==> config.mk <==
export PLATFORM = sky130hd
export DESIGN_NAME = alu_issue_ctrl_flat
export DESIGN_NICKNAME = d
export VERILOG_FILES = /design/src/rtl/alu_ctrl_pkg.sv /design/src/rtl/alu_issue_ctrl_if.sv /design/src/rtl/alu_instr_decode.sv /design/src/rtl/alu_issue_ctrl.sv /design/src/flat_wrapper.sv
export SDC_FILE = /design/constraint.sdc
export NUM_CORES = 1
export LEC_CHECK = 0
export BUFFER_PORTS_ARGS = -buffer_cell sky130_fd_sc_hd__buf_2
export CAP_MARGIN = 20
export CORE_ASPECT_RATIO = 2
export CORE_UTILIZATION = 49
export CTS_BUF_LIST = sky130_fd_sc_hd__clkbuf_8
export CTS_CLUSTER_DIAMETER = 100
export CTS_CLUSTER_SIZE = 8
export DETAILED_ROUTE_END_ITERATION = 6
export GPL_TIMING_DRIVEN = 0
export PLACE_DENSITY = 0.86
export SETUP_SLACK_MARGIN = 0.15
export SLEW_MARGIN = 10
export SYNTH_ARGS = -nofsm -noshare
export SYNTH_HDL_FRONTEND = slang
export SYNTH_SLANG_ARGS = --single-unit
==> constraint.sdc <==
create_clock -name iClk -period 3.11 [get_ports iClk]
set_clock_uncertainty 0.2 [all_clocks]
set_input_delay 0.622 -clock iClk [delete_from_list [all_inputs] [get_ports iClk]]
set_output_delay 0.622 -clock iClk [all_outputs]
set_load 0.1 [all_outputs]
==> src/rtl/alu_ctrl_pkg.sv <==
// Shared constants and types for the ALU issue controller.
// Latency: none (declarations only).
// Backpressure: n/a.
package alu_ctrl_pkg;

    localparam int DATA_W = 32;
    localparam int ADDR_W = 5;

    // Major opcodes handled by this controller
    localparam logic [6:0] OPC_OP    = 7'b0110011;
    localparam logic [6:0] OPC_OPIMM = 7'b0010011;

    // Funct7 forms: base encoding and the SUB/SRA alternate
    localparam logic [6:0] F7_BASE = 7'b0000000;
    localparam logic [6:0] F7_ALT  = 7'b0100000;

    // Funct3 codes
    localparam logic [2:0] F3_ADD  = 3'b000;
    localparam logic [2:0] F3_SLL  = 3'b001;
    localparam logic [2:0] F3_SLT  = 3'b010;
    localparam logic [2:0] F3_SLTU = 3'b011;
    localparam logic [2:0] F3_XOR  = 3'b100;
    localparam logic [2:0] F3_SR   = 3'b101;
    localparam logic [2:0] F3_OR   = 3'b110;
    localparam logic [2:0] F3_AND  = 3'b111;

    typedef enum logic [2:0] {
        IDLE,
        DECODE,
        READ,
        EXEC,
        WB
    } state_e;

    // Source of ALU operand B
    typedef enum logic {
        OPB_REG,
        OPB_IMM
    } opb_sel_e;

    // Shift immediates carry a 5-bit shamt and a funct7 qualifier
    function automatic logic is_shift(input logic [2:0] f3);
        return (f3 == F3_SLL) || (f3 == F3_SR);
    endfunction

endpackage

==> src/rtl/alu_issue_ctrl_if.sv <==
// Instruction, register-file, ALU and write-back signals of the issue controller.
// Latency: none (wiring only); PERF_CNT_EN adds the performance counter outputs.
// Backpressure: instruction side is valid/ready; everything else is fixed-timing.
interface alu_issue_ctrl_if;
    import alu_ctrl_pkg::*;

    logic [DATA_W-1:0] iInstr;
    logic              iInstrValid;
    logic              oInstrReady;
    logic [ADDR_W-1:0] oRs1Addr;
    logic [ADDR_W-1:0] oRs2Addr;
    logic [DATA_W-1:0] iRs1Data;
    logic [DATA_W-1:0] iRs2Data;
    logic [DATA_W-1:0] oAluA;
    logic [DATA_W-1:0] oAluB;
    logic [2:0]        oAluFunct3;
    logic [6:0]        oAluFunct7;
    logic [DATA_W-1:0] iAluData;
    logic              iAluZero;
    logic              oWbEn;
    logic [ADDR_W-1:0] oWbAddr;
    logic [DATA_W-1:0] oWbData;
    logic              oZeroFlag;
    logic              oIllegal;
    logic              oBusy;
`ifdef PERF_CNT_EN
    logic [31:0]       oRetired;
    logic [15:0]       oIllegalCnt;
`endif

    // Controller side
    modport master (
        input  iInstr, iInstrValid, iRs1Data, iRs2Data, iAluData, iAluZero,
        output oInstrReady, oRs1Addr, oRs2Addr, oAluA, oAluB, oAluFunct3,
        output oAluFunct7, oWbEn, oWbAddr, oWbData, oZeroFlag, oIllegal, oBusy
`ifdef PERF_CNT_EN
        , output oRetired, oIllegalCnt
`endif
    );

    // Fetch / register file / ALU side
    modport slave (
        output iInstr, iInstrValid, iRs1Data, iRs2Data, iAluData, iAluZero,
        input  oInstrReady, oRs1Addr, oRs2Addr, oAluA, oAluB, oAluFunct3,
        input  oAluFunct7, oWbEn, oWbAddr, oWbData, oZeroFlag, oIllegal, oBusy
`ifdef PERF_CNT_EN
        , input oRetired, oIllegalCnt
`endif
    );

endinterface

==> src/rtl/alu_instr_decode.sv <==
// Combinational RV32I OP / OP-IMM field extraction and legality check.
// Latency: 0 cycles (pure combinational).
// Backpressure: none.
module alu_instr_decode
    import alu_ctrl_pkg::*;
(
    input  logic [DATA_W-1:0] instr_i,
    output logic              legal_o,
    output logic [ADDR_W-1:0] rs1_o,
    output logic [ADDR_W-1:0] rs2_o,
    output logic [ADDR_W-1:0] rd_o,
    output logic [2:0]        funct3_o,
    output logic [6:0]        funct7_o,
    output opb_sel_e          opb_sel_o,
    output logic [DATA_W-1:0] imm_o
);

    logic [6:0] opcode;
    logic [2:0] f3;
    logic [6:0] f7;

    assign opcode   = instr_i[6:0];
    assign f3       = instr_i[14:12];
    assign f7       = instr_i[31:25];
    assign rs1_o    = instr_i[19:15];
    assign rd_o     = instr_i[11:7];
    assign funct3_o = f3;

    // Operand-B source, immediate shaping, funct7 forwarding and legality
    always_comb begin
        legal_o   = 1'b0;
        rs2_o     = '0;
        funct7_o  = F7_BASE;
        opb_sel_o = OPB_REG;
        imm_o     = '0;
        if (opcode == OPC_OP) begin
            rs2_o    = instr_i[24:20];
            funct7_o = f7;
            // The alternate funct7 only exists for SUB and SRA
            legal_o  = (f7 == F7_BASE) ||
                       ((f7 == F7_ALT) && ((f3 == F3_ADD) || (f3 == F3_SR)));
        end else if (opcode == OPC_OPIMM) begin
            opb_sel_o = OPB_IMM;
            if (is_shift(f3)) begin
                imm_o    = {{(DATA_W-5){1'b0}}, instr_i[24:20]};
                funct7_o = f7;
                legal_o  = (f3 == F3_SLL) ? (f7 == F7_BASE)
                                          : ((f7 == F7_BASE) || (f7 == F7_ALT));
            end else begin
                // funct7 forced to base so ADDI never selects subtract
                imm_o   = {{(DATA_W-12){instr_i[31]}}, instr_i[31:20]};
                legal_o = 1'b1;
            end
        end
    end

endmodule

==> src/rtl/alu_issue_ctrl.sv <==
// Multi-cycle RV32I OP/OP-IMM issue controller: decode, regfile read, ALU drive, write-back.
// Latency: handshake edge to oWbEn is 4 cycles, one instruction per 5 cycles; PERF_CNT_EN adds retire/illegal counters.
// Backpressure: oInstrReady is high only in IDLE; iInstrValid is ignored while busy.
module alu_issue_ctrl
    import alu_ctrl_pkg::*;
#(
    parameter int XLEN   = DATA_W,
    parameter int REG_AW = ADDR_W
) (
    input  logic             iClk,
    input  logic             iRstN,
    alu_issue_ctrl_if.master bus
);

    state_e            state_q, state_d;
    logic              accept;
    logic              illegal;

    logic [XLEN-1:0]   instr_q;
    logic [REG_AW-1:0] rs1_addr_q;
    logic [REG_AW-1:0] rs2_addr_q;
    logic [XLEN-1:0]   alu_a_q;
    logic [XLEN-1:0]   alu_b_q;
    logic [2:0]        funct3_q;
    logic [6:0]        funct7_q;
    logic [REG_AW-1:0] wb_addr_q;
    logic [XLEN-1:0]   wb_data_q;
    logic              zero_q;

    logic [XLEN-1:0]   dec_instr;
    logic              dec_legal;
    logic [REG_AW-1:0] dec_rs1;
    logic [REG_AW-1:0] dec_rs2;
    logic [REG_AW-1:0] dec_rd;
    logic [2:0]        dec_funct3;
    logic [6:0]        dec_funct7;
    opb_sel_e          dec_opb_sel;
    logic [XLEN-1:0]   dec_imm;

    // In IDLE the decoder looks at the incoming word so the register
    // addresses can be latched on the accept edge and be on the port in DECODE.
    assign dec_instr = (state_q == IDLE) ? bus.iInstr : instr_q;

    alu_instr_decode u_decode (
        .instr_i   (dec_instr),
        .legal_o   (dec_legal),
        .rs1_o     (dec_rs1),
        .rs2_o     (dec_rs2),
        .rd_o      (dec_rd),
        .funct3_o  (dec_funct3),
        .funct7_o  (dec_funct7),
        .opb_sel_o (dec_opb_sel),
        .imm_o     (dec_imm)
    );

    // State register
    always_ff @(posedge iClk) begin
        if (!iRstN) begin
            state_q <= IDLE;
        end else begin
            state_q <= state_d;
        end
    end

    // Next-state logic plus the accept and illegal strobes
    always_comb begin
        state_d = state_q;
        accept  = 1'b0;
        illegal = 1'b0;
        case (state_q)
            IDLE: begin
                if (bus.iInstrValid) begin
                    accept  = 1'b1;
                    state_d = DECODE;
                end
            end
            DECODE: begin
                if (!dec_legal) begin
                    illegal = 1'b1;
                    state_d = IDLE;
                end else begin
                    state_d = READ;
                end
            end
            READ:    state_d = EXEC;
            EXEC:    state_d = WB;
            WB:      state_d = IDLE;
            default: state_d = IDLE;
        endcase
    end

    // Datapath registers: instruction/addresses on accept, ALU operands in READ, result in EXEC
    always_ff @(posedge iClk) begin
        if (!iRstN) begin
            instr_q    <= '0;
            rs1_addr_q <= '0;
            rs2_addr_q <= '0;
            alu_a_q    <= '0;
            alu_b_q    <= '0;
            funct3_q   <= '0;
            funct7_q   <= '0;
            wb_addr_q  <= '0;
            wb_data_q  <= '0;
            zero_q     <= 1'b0;
        end else begin
            if (accept) begin
                instr_q    <= bus.iInstr;
                rs1_addr_q <= dec_rs1;
                rs2_addr_q <= dec_rs2;
            end
            if (state_q == READ) begin
                alu_a_q  <= bus.iRs1Data;
                alu_b_q  <= (dec_opb_sel == OPB_REG) ? bus.iRs2Data : dec_imm;
                funct3_q <= dec_funct3;
                funct7_q <= dec_funct7;
            end
            if (state_q == EXEC) begin
                wb_data_q <= bus.iAluData;
                zero_q    <= bus.iAluZero;
                wb_addr_q <= dec_rd;
            end
        end
    end

    assign bus.oInstrReady = (state_q == IDLE);
    assign bus.oBusy       = (state_q != IDLE);
    assign bus.oIllegal    = illegal;
    // Writes to x0 are suppressed but the zero flag is still captured
    assign bus.oWbEn       = (state_q == WB) && (wb_addr_q != '0);
    assign bus.oRs1Addr    = rs1_addr_q;
    assign bus.oRs2Addr    = rs2_addr_q;
    assign bus.oAluA       = alu_a_q;
    assign bus.oAluB       = alu_b_q;
    assign bus.oAluFunct3  = funct3_q;
    assign bus.oAluFunct7  = funct7_q;
    assign bus.oWbAddr     = wb_addr_q;
    assign bus.oWbData     = wb_data_q;
    assign bus.oZeroFlag   = zero_q;

`ifdef PERF_CNT_EN
    logic [31:0] retired_q;
    logic [15:0] illegal_cnt_q;

    // Retired (every WB, including rd=0) and illegal counters, wrapping at all-ones
    always_ff @(posedge iClk) begin
        if (!iRstN) begin
            retired_q     <= '0;
            illegal_cnt_q <= '0;
        end else begin
            if (state_q == WB) begin
                retired_q <= retired_q + 32'd1;
            end
            if (illegal) begin
                illegal_cnt_q <= illegal_cnt_q + 16'd1;
            end
        end
    end

    assign bus.oRetired    = retired_q;
    assign bus.oIllegalCnt = illegal_cnt_q;
`endif

endmodule

==> src/flat_wrapper.sv <==
// flat-port wrapper written by rule: the top's interface ports become plain ports
module alu_issue_ctrl_flat import alu_ctrl_pkg::*;
#(
    parameter int XLEN   = DATA_W,
    parameter int REG_AW = ADDR_W
)
  (iClk, iRstN, bus_iInstr, bus_iInstrValid, bus_iRs1Data, bus_iRs2Data, bus_iAluData, bus_iAluZero, bus_oInstrReady, bus_oRs1Addr, bus_oRs2Addr, bus_oAluA, bus_oAluB, bus_oAluFunct3, bus_oAluFunct7, bus_oWbEn, bus_oWbAddr, bus_oWbData, bus_oZeroFlag, bus_oIllegal, bus_oBusy);
  alu_issue_ctrl_if bus_i ();
  input  logic iClk;
  input  logic iRstN;
  input wire logic [$bits(bus_i.iInstr)-1:0] bus_iInstr;
  input wire logic [$bits(bus_i.iInstrValid)-1:0] bus_iInstrValid;
  input wire logic [$bits(bus_i.iRs1Data)-1:0] bus_iRs1Data;
  input wire logic [$bits(bus_i.iRs2Data)-1:0] bus_iRs2Data;
  input wire logic [$bits(bus_i.iAluData)-1:0] bus_iAluData;
  input wire logic [$bits(bus_i.iAluZero)-1:0] bus_iAluZero;
  output wire logic [$bits(bus_i.oInstrReady)-1:0] bus_oInstrReady;
  output wire logic [$bits(bus_i.oRs1Addr)-1:0] bus_oRs1Addr;
  output wire logic [$bits(bus_i.oRs2Addr)-1:0] bus_oRs2Addr;
  output wire logic [$bits(bus_i.oAluA)-1:0] bus_oAluA;
  output wire logic [$bits(bus_i.oAluB)-1:0] bus_oAluB;
  output wire logic [$bits(bus_i.oAluFunct3)-1:0] bus_oAluFunct3;
  output wire logic [$bits(bus_i.oAluFunct7)-1:0] bus_oAluFunct7;
  output wire logic [$bits(bus_i.oWbEn)-1:0] bus_oWbEn;
  output wire logic [$bits(bus_i.oWbAddr)-1:0] bus_oWbAddr;
  output wire logic [$bits(bus_i.oWbData)-1:0] bus_oWbData;
  output wire logic [$bits(bus_i.oZeroFlag)-1:0] bus_oZeroFlag;
  output wire logic [$bits(bus_i.oIllegal)-1:0] bus_oIllegal;
  output wire logic [$bits(bus_i.oBusy)-1:0] bus_oBusy;
  assign bus_i.iInstr = bus_iInstr;
  assign bus_i.iInstrValid = bus_iInstrValid;
  assign bus_i.iRs1Data = bus_iRs1Data;
  assign bus_i.iRs2Data = bus_iRs2Data;
  assign bus_i.iAluData = bus_iAluData;
  assign bus_i.iAluZero = bus_iAluZero;
  assign bus_oInstrReady = bus_i.oInstrReady;
  assign bus_oRs1Addr = bus_i.oRs1Addr;
  assign bus_oRs2Addr = bus_i.oRs2Addr;
  assign bus_oAluA = bus_i.oAluA;
  assign bus_oAluB = bus_i.oAluB;
  assign bus_oAluFunct3 = bus_i.oAluFunct3;
  assign bus_oAluFunct7 = bus_i.oAluFunct7;
  assign bus_oWbEn = bus_i.oWbEn;
  assign bus_oWbAddr = bus_i.oWbAddr;
  assign bus_oWbData = bus_i.oWbData;
  assign bus_oZeroFlag = bus_i.oZeroFlag;
  assign bus_oIllegal = bus_i.oIllegal;
  assign bus_oBusy = bus_i.oBusy;
  alu_issue_ctrl #(.XLEN(XLEN), .REG_AW(REG_AW)) u_core (.iClk(iClk), .iRstN(iRstN), .bus(bus_i));
endmodule
---- After elaboration in Yosys (flattened, before gate mapping) ----
Cells that the tools add are included.
cells by class
  equality and inequality tests ........... 10
  muxes and demuxes ....................... 22
  reduce and logical (&&, ||, !) cells .... 11
operators with widths
  kind                                                  number
  two-way mux 32 bit                                    5
  two-way mux 7 bit                                     3
  equality test 7 x 6 -> 1 bit (second input constant)  2
  one-hot mux 3 bit (4 select lines)                    1
  two-way mux 1 bit                                     10
  equality test 7 x 5 -> 1 bit (second input constant)  1
  logical NOT 7 bit                                     1
  equality test 3 x 1 -> 1 bit (second input constant)  2
  equality test 3 x 2 -> 1 bit (second input constant)  2
  equality test 3 bit (second input constant)           2
  logical NOT 3 bit                                     2
  two-way mux 5 bit                                     1
  nonzero test 5 bit                                    1
  logical OR 1 bit                                      4
  two-way mux 3 bit                                     1
  nonzero test 3 bit                                    1
  logical AND 1 bit                                     2
  two-way mux 2 bit                                     1
  != test 2 bit (second input constant)                 1
storage, ports and cells
  register bits ........................... 157
  input bits .............................. 132
  word-level logic and storage cells ...... 54

---- Logic depth before layout (Yosys ltp) ----
  depth in word-level cells ............... 10
  depth in mapped cells ................... 9
  gate-level depth less buffers ........... 5

---- Cells and area by module ----
A second synthesis with hierarchy kept.
second synthesis, totals
  cells, all modules ...................... 774
  area total of the unflattened synthesis .. 7369.6 um2
modules (own cells, without submodules)
  module            times used  cells an instance  area each (um2)  seq. area each (um2)
  alu_issue_ctrl    1           701                6840.3           3143.0
  alu_instr_decode  1           73                 529.3            0.0

---- Worst setup path before layout ----
Ideal clock, no wire load.
  path type ............................... reg2out
  start point ............................. reg u_core.wb_addr_q[0], in the netlist u_core.bus.oWbAddr[0]
  end point ............................... out bus_oWbEn
  data arrival time ....................... 4.355 ns
  data required time ...................... 2.288 ns
  slack ................................... -2.067 ns
  cell stages (with the launch flop) ...... 4
  buffers on the path ..................... 0
  path through ............................ dfxtp_1 > or4_1 > nor2_1 > nor4b_1
between the ends
  word-level cells in the longest chain between the ends .. 2
ends and longest elaborated chain
  what                    line                   text
  start, declared         alu_issue_ctrl.sv:26   logic [REG_AW-1:0] wb_addr_q;
  start signal, assigned  alu_issue_ctrl.sv:120  wb_addr_q <= dec_rd;
  nonzero test 5 bit      alu_issue_ctrl.sv:129  assign bus.oWbEn = (state_q == WB) && (wb_addr_q != '0);
  logical AND 1 bit       alu_issue_ctrl.sv:129
  end, declared           flat_wrapper.sv:24     output wire logic [$bits(bus_i.oWbEn)-1:0] bus_oWbEn;
Every way passes these cells.

---- Worst setup path after layout ----
  start point ............................. reg u_core.state_q[2]
  end point ............................... out bus_oInstrReady
between the ends
  word-level cells in the longest chain between the ends .. 1
ends and longest elaborated chain
  what                    line                   text
  start, declared         alu_issue_ctrl.sv:15   state_e state_q, state_d;
  start signal, assigned  alu_issue_ctrl.sv:61   state_q <= state_d;
  logical NOT 3 bit       alu_issue_ctrl.sv:125  assign bus.oInstrReady = (state_q == IDLE);
  end, declared           flat_wrapper.sv:17     output wire logic [$bits(bus_i.oInstrReady)-1:0] bus_oInstrReady;
Every way passes these cells.

==> results.toml <==
[power]
ir_worst_vdd_uv = 420
p_per_area_nw_per_um2 = 514
p_leak_nw = 3.61

[cts]
cts-buffers-inserted = 17
cts_buffer_depth = 2
ctsHtreeMaxLevel = 4
cts_root_buffer = "clkbuf_8"
clk_latency_ns = 0.44
cts_tree = "built"
cts.sinks = 152
clk_pin_slew_ns = 0.09

[timing]
final-setup-viol-count = 0
slew_headroom_pct = 48.1
finalHoldViolCount = 0
finalHoldWorstSlack_ns = 0.208
rsz0062_at_grt = "yes"
finalCritPeriodShare_pct = 95.1
period_minus_slack_ns = 2.96
fmax_ghz = 0.338
slew_violations = 0
tns_ns = 0
tightest_slew_ns = 0.775

[setup_path]
regToRegSetupSlack_ns = 0.48
start_kind = "flop"
critPathMaxFanout = 6
cp.required_ns = 2.29
cp.arrival_ns = 2.14
cp-end-kind = "output pin"
crit_type = "reg2out"

[cells_and_area]
drive_gt1_share_pct = 33.1
layout.nets = 1154
fillers = 1005
final_cell_mix = "buf_2 (261), nand2_1 (219), dfxtp_1 (144), a21oi_1 (110), nand3_1 (44)"
synthToLayoutAreaGrowth_pct = 36.5
utilization_pct = 68.8
antenna_cells = 0
layout_commonest_cell = "buf_2"

[logic_synthesis]
ys_seq_elements = 152
synth_cells = 735
ys_types = 39
yosysWarningCount = 0
synthMuxAreaShare_pct = 0
synth_top_family_by_area = "simple AND/OR/NAND/NOR gates"
syn-mean-instance-area_um2 = 8.07
ys.flop_type = "dfxtp_1"
synth_area_um2 = 5930
async_flop_share_pct = 0
yosysSeqAreaShare_pct = 51.3
synth-simple-area-share_pct = 24.2
synth_xor_area_share_pct = 0
yosys.area_share.adder_pct = 0
synth_compound_area_share_pct = 19.7
synth_nets = 867
synth-edff-count = 0

[route]
wl_per_cell_um = 16.0
dr.pass1.iters = 4
drc = 0
wl_um = 18900
drt_iter0_markers = 257
ant_nets = 0
num_vias = 6366
avgViaCountPerCell = 5.40

[status]
status = "finished, final reports clean"

[placement]
port_buffers = 255
gp_congestion = 0.869
dp_hpwl_um = 14000

[die]
dieHeight_um = 158
ioPinCount = 258
fp.coreArea_um2 = 11800
die-area_um2 = 12600
std_cell_rows = 56
die_w_um = 79.8
start_util_pct = 50.4

[global_route]
track_usage_pct = 28.9
grt_pass1_wl_um = 27900
grt_pass1_vias = 6046
antenna_found_initial = 0
globalRouteOverflowTotal = 0
grt_max_degree = 17

[min_path]
hold_path.class = "in2reg"

[run]
cap_violations = 0
-- worst max-delay path, stage by stage, from the launching register on --
cell	delay, ns
dfxtp_4	0.35
or3_4	0.37
buf_6	0.13
inv_4	0.05
buf_8	0.11
buf_12	0.09
buf_4	0.15
buf_2	0.44
-- where the power goes --
part	internal (mW)	switching [mW]	total (mW)	leakage, nW
Sequential	1.97	0.0213	1.99	1.23
Clock	1.07	0.763	1.83	0.244
Combinational	0.130	0.209	0.339	2.13
-- cell type report --
type / count / area [um2] / share of cell area (%)
repair buffers: 268 / 1390 / 17.1
multi-input cells: 519 / 2660 / 32.9
flip-flops and latches: 152 / 3060 / 37.8
clock buffers: 18 / 248 / 3.06
inverters: 2 / 10.0 / 0.124
plain buffers: 62 / 310 / 3.83
clock inverters: 13 / 241 / 2.98
well taps: 145 / 181 / 2.24
-- state kept, by name, summed over array words and instances (netlist names) --
| register | count |
|---|---|
| u_core.bus.oAluB | 32 |
| u_core.bus.oAluFunct3 | 3 |
| u_core.bus.oAluFunct7 | 7 |
| u_core.state_q | 3 |
| u_core.bus.oZeroFlag | 1 |
| u_core.bus.oWbData | 32 |
| u_core.bus.oRs2Addr | 5 |
| u_core.bus.oAluA | 32 |
| u_core.instr_q | 27 |
| u_core.bus.oWbAddr | 5 |
| u_core.bus.oRs1Addr | 5 |
-- layer usage --
layer	global-route usage (%)	wire length [um]
met4	16.8	832
met5	0	0
met3	7.38	1250
met2	54.7	10200
met1	27.2	6580
-- repair_timing --
item,CTS,global route
buffers inserted,5,8
resized for setup,17,4
hold buffers,0,0
setup endpoints to repair,2,1
gates cloned,0,0
pin swaps,4,3
-- cell usage after synthesis, types with 2 or more instances --
library cell  instances  area, um2
o21ai_0              22        110
nand4_1               5       31.3
a21oi_1             110        551
nand2b_1              3       18.8
o21a_1                3       22.5
nor2b_1               4       25.0
dfxtp_1             152       3040
o32ai_1               2       17.5
o31ai_1              11       82.6
nand3_1              44        220
a221oi_2              5       75.1
nor4_4                2       42.5
or4_1                 5       37.5
a32oi_1               7       61.3
clkbuf_1             44        165
nor2_1               18       67.6
buf_4                 4       30.0
buf_1                 3       11.3
buf_2                 8       40.0
buf_6                 3       33.8
inv_2                 2       7.51
o211a_1               6       60.1
and2_1                6       37.5
a31oi_1              22        138
o211ai_1              2       15.0
nor3_1               11       55.1
nand2_1             219        822
-- kinds of logic after synthesis --
| kind of cell | count (synthesis) |
|---|---|
| DFF | 152 |
| and+or+nand+nor | 326 |
| AOI/OAI and AO/OA | 193 |
| buffers and inverters | 64 |
-- stage by stage --
stage	cells	setup WS [ns]	cell area [um2]	power (mW)
floorplan	735	0.165	5980	2.21
global placement	1135	-0.205	7440	2.34
detailed placement	1135	-0.220	7450	2.35
CTS	1171	0.0612	8030	4.16
global route	1179	0.0885	8100	4.29
finish	1179	0.152	8100	4.16
-- final timing paths --
check,start,endpoint,cells past startpoint
worst max-delay path,u_core.state_q[2]$_SDFFE_PN0P_,bus_oInstrReady,7
worst min-delay path,bus_iRs1Data[3],u_core.bus.oAluA[3]$_SDFFE_PN0N_,3
worst max register to register,u_core.state_q[2]$_SDFFE_PN0P_,u_core.bus.oAluFunct3[2]$_SDFFE_PN0N_,6
worst min register to register,u_core.bus.oRs2Addr[2]$_SDFFE_PN0P_,u_core.bus.oRs2Addr[2]$_SDFFE_PN0P_,2
(Power assumes the default switching activity.)
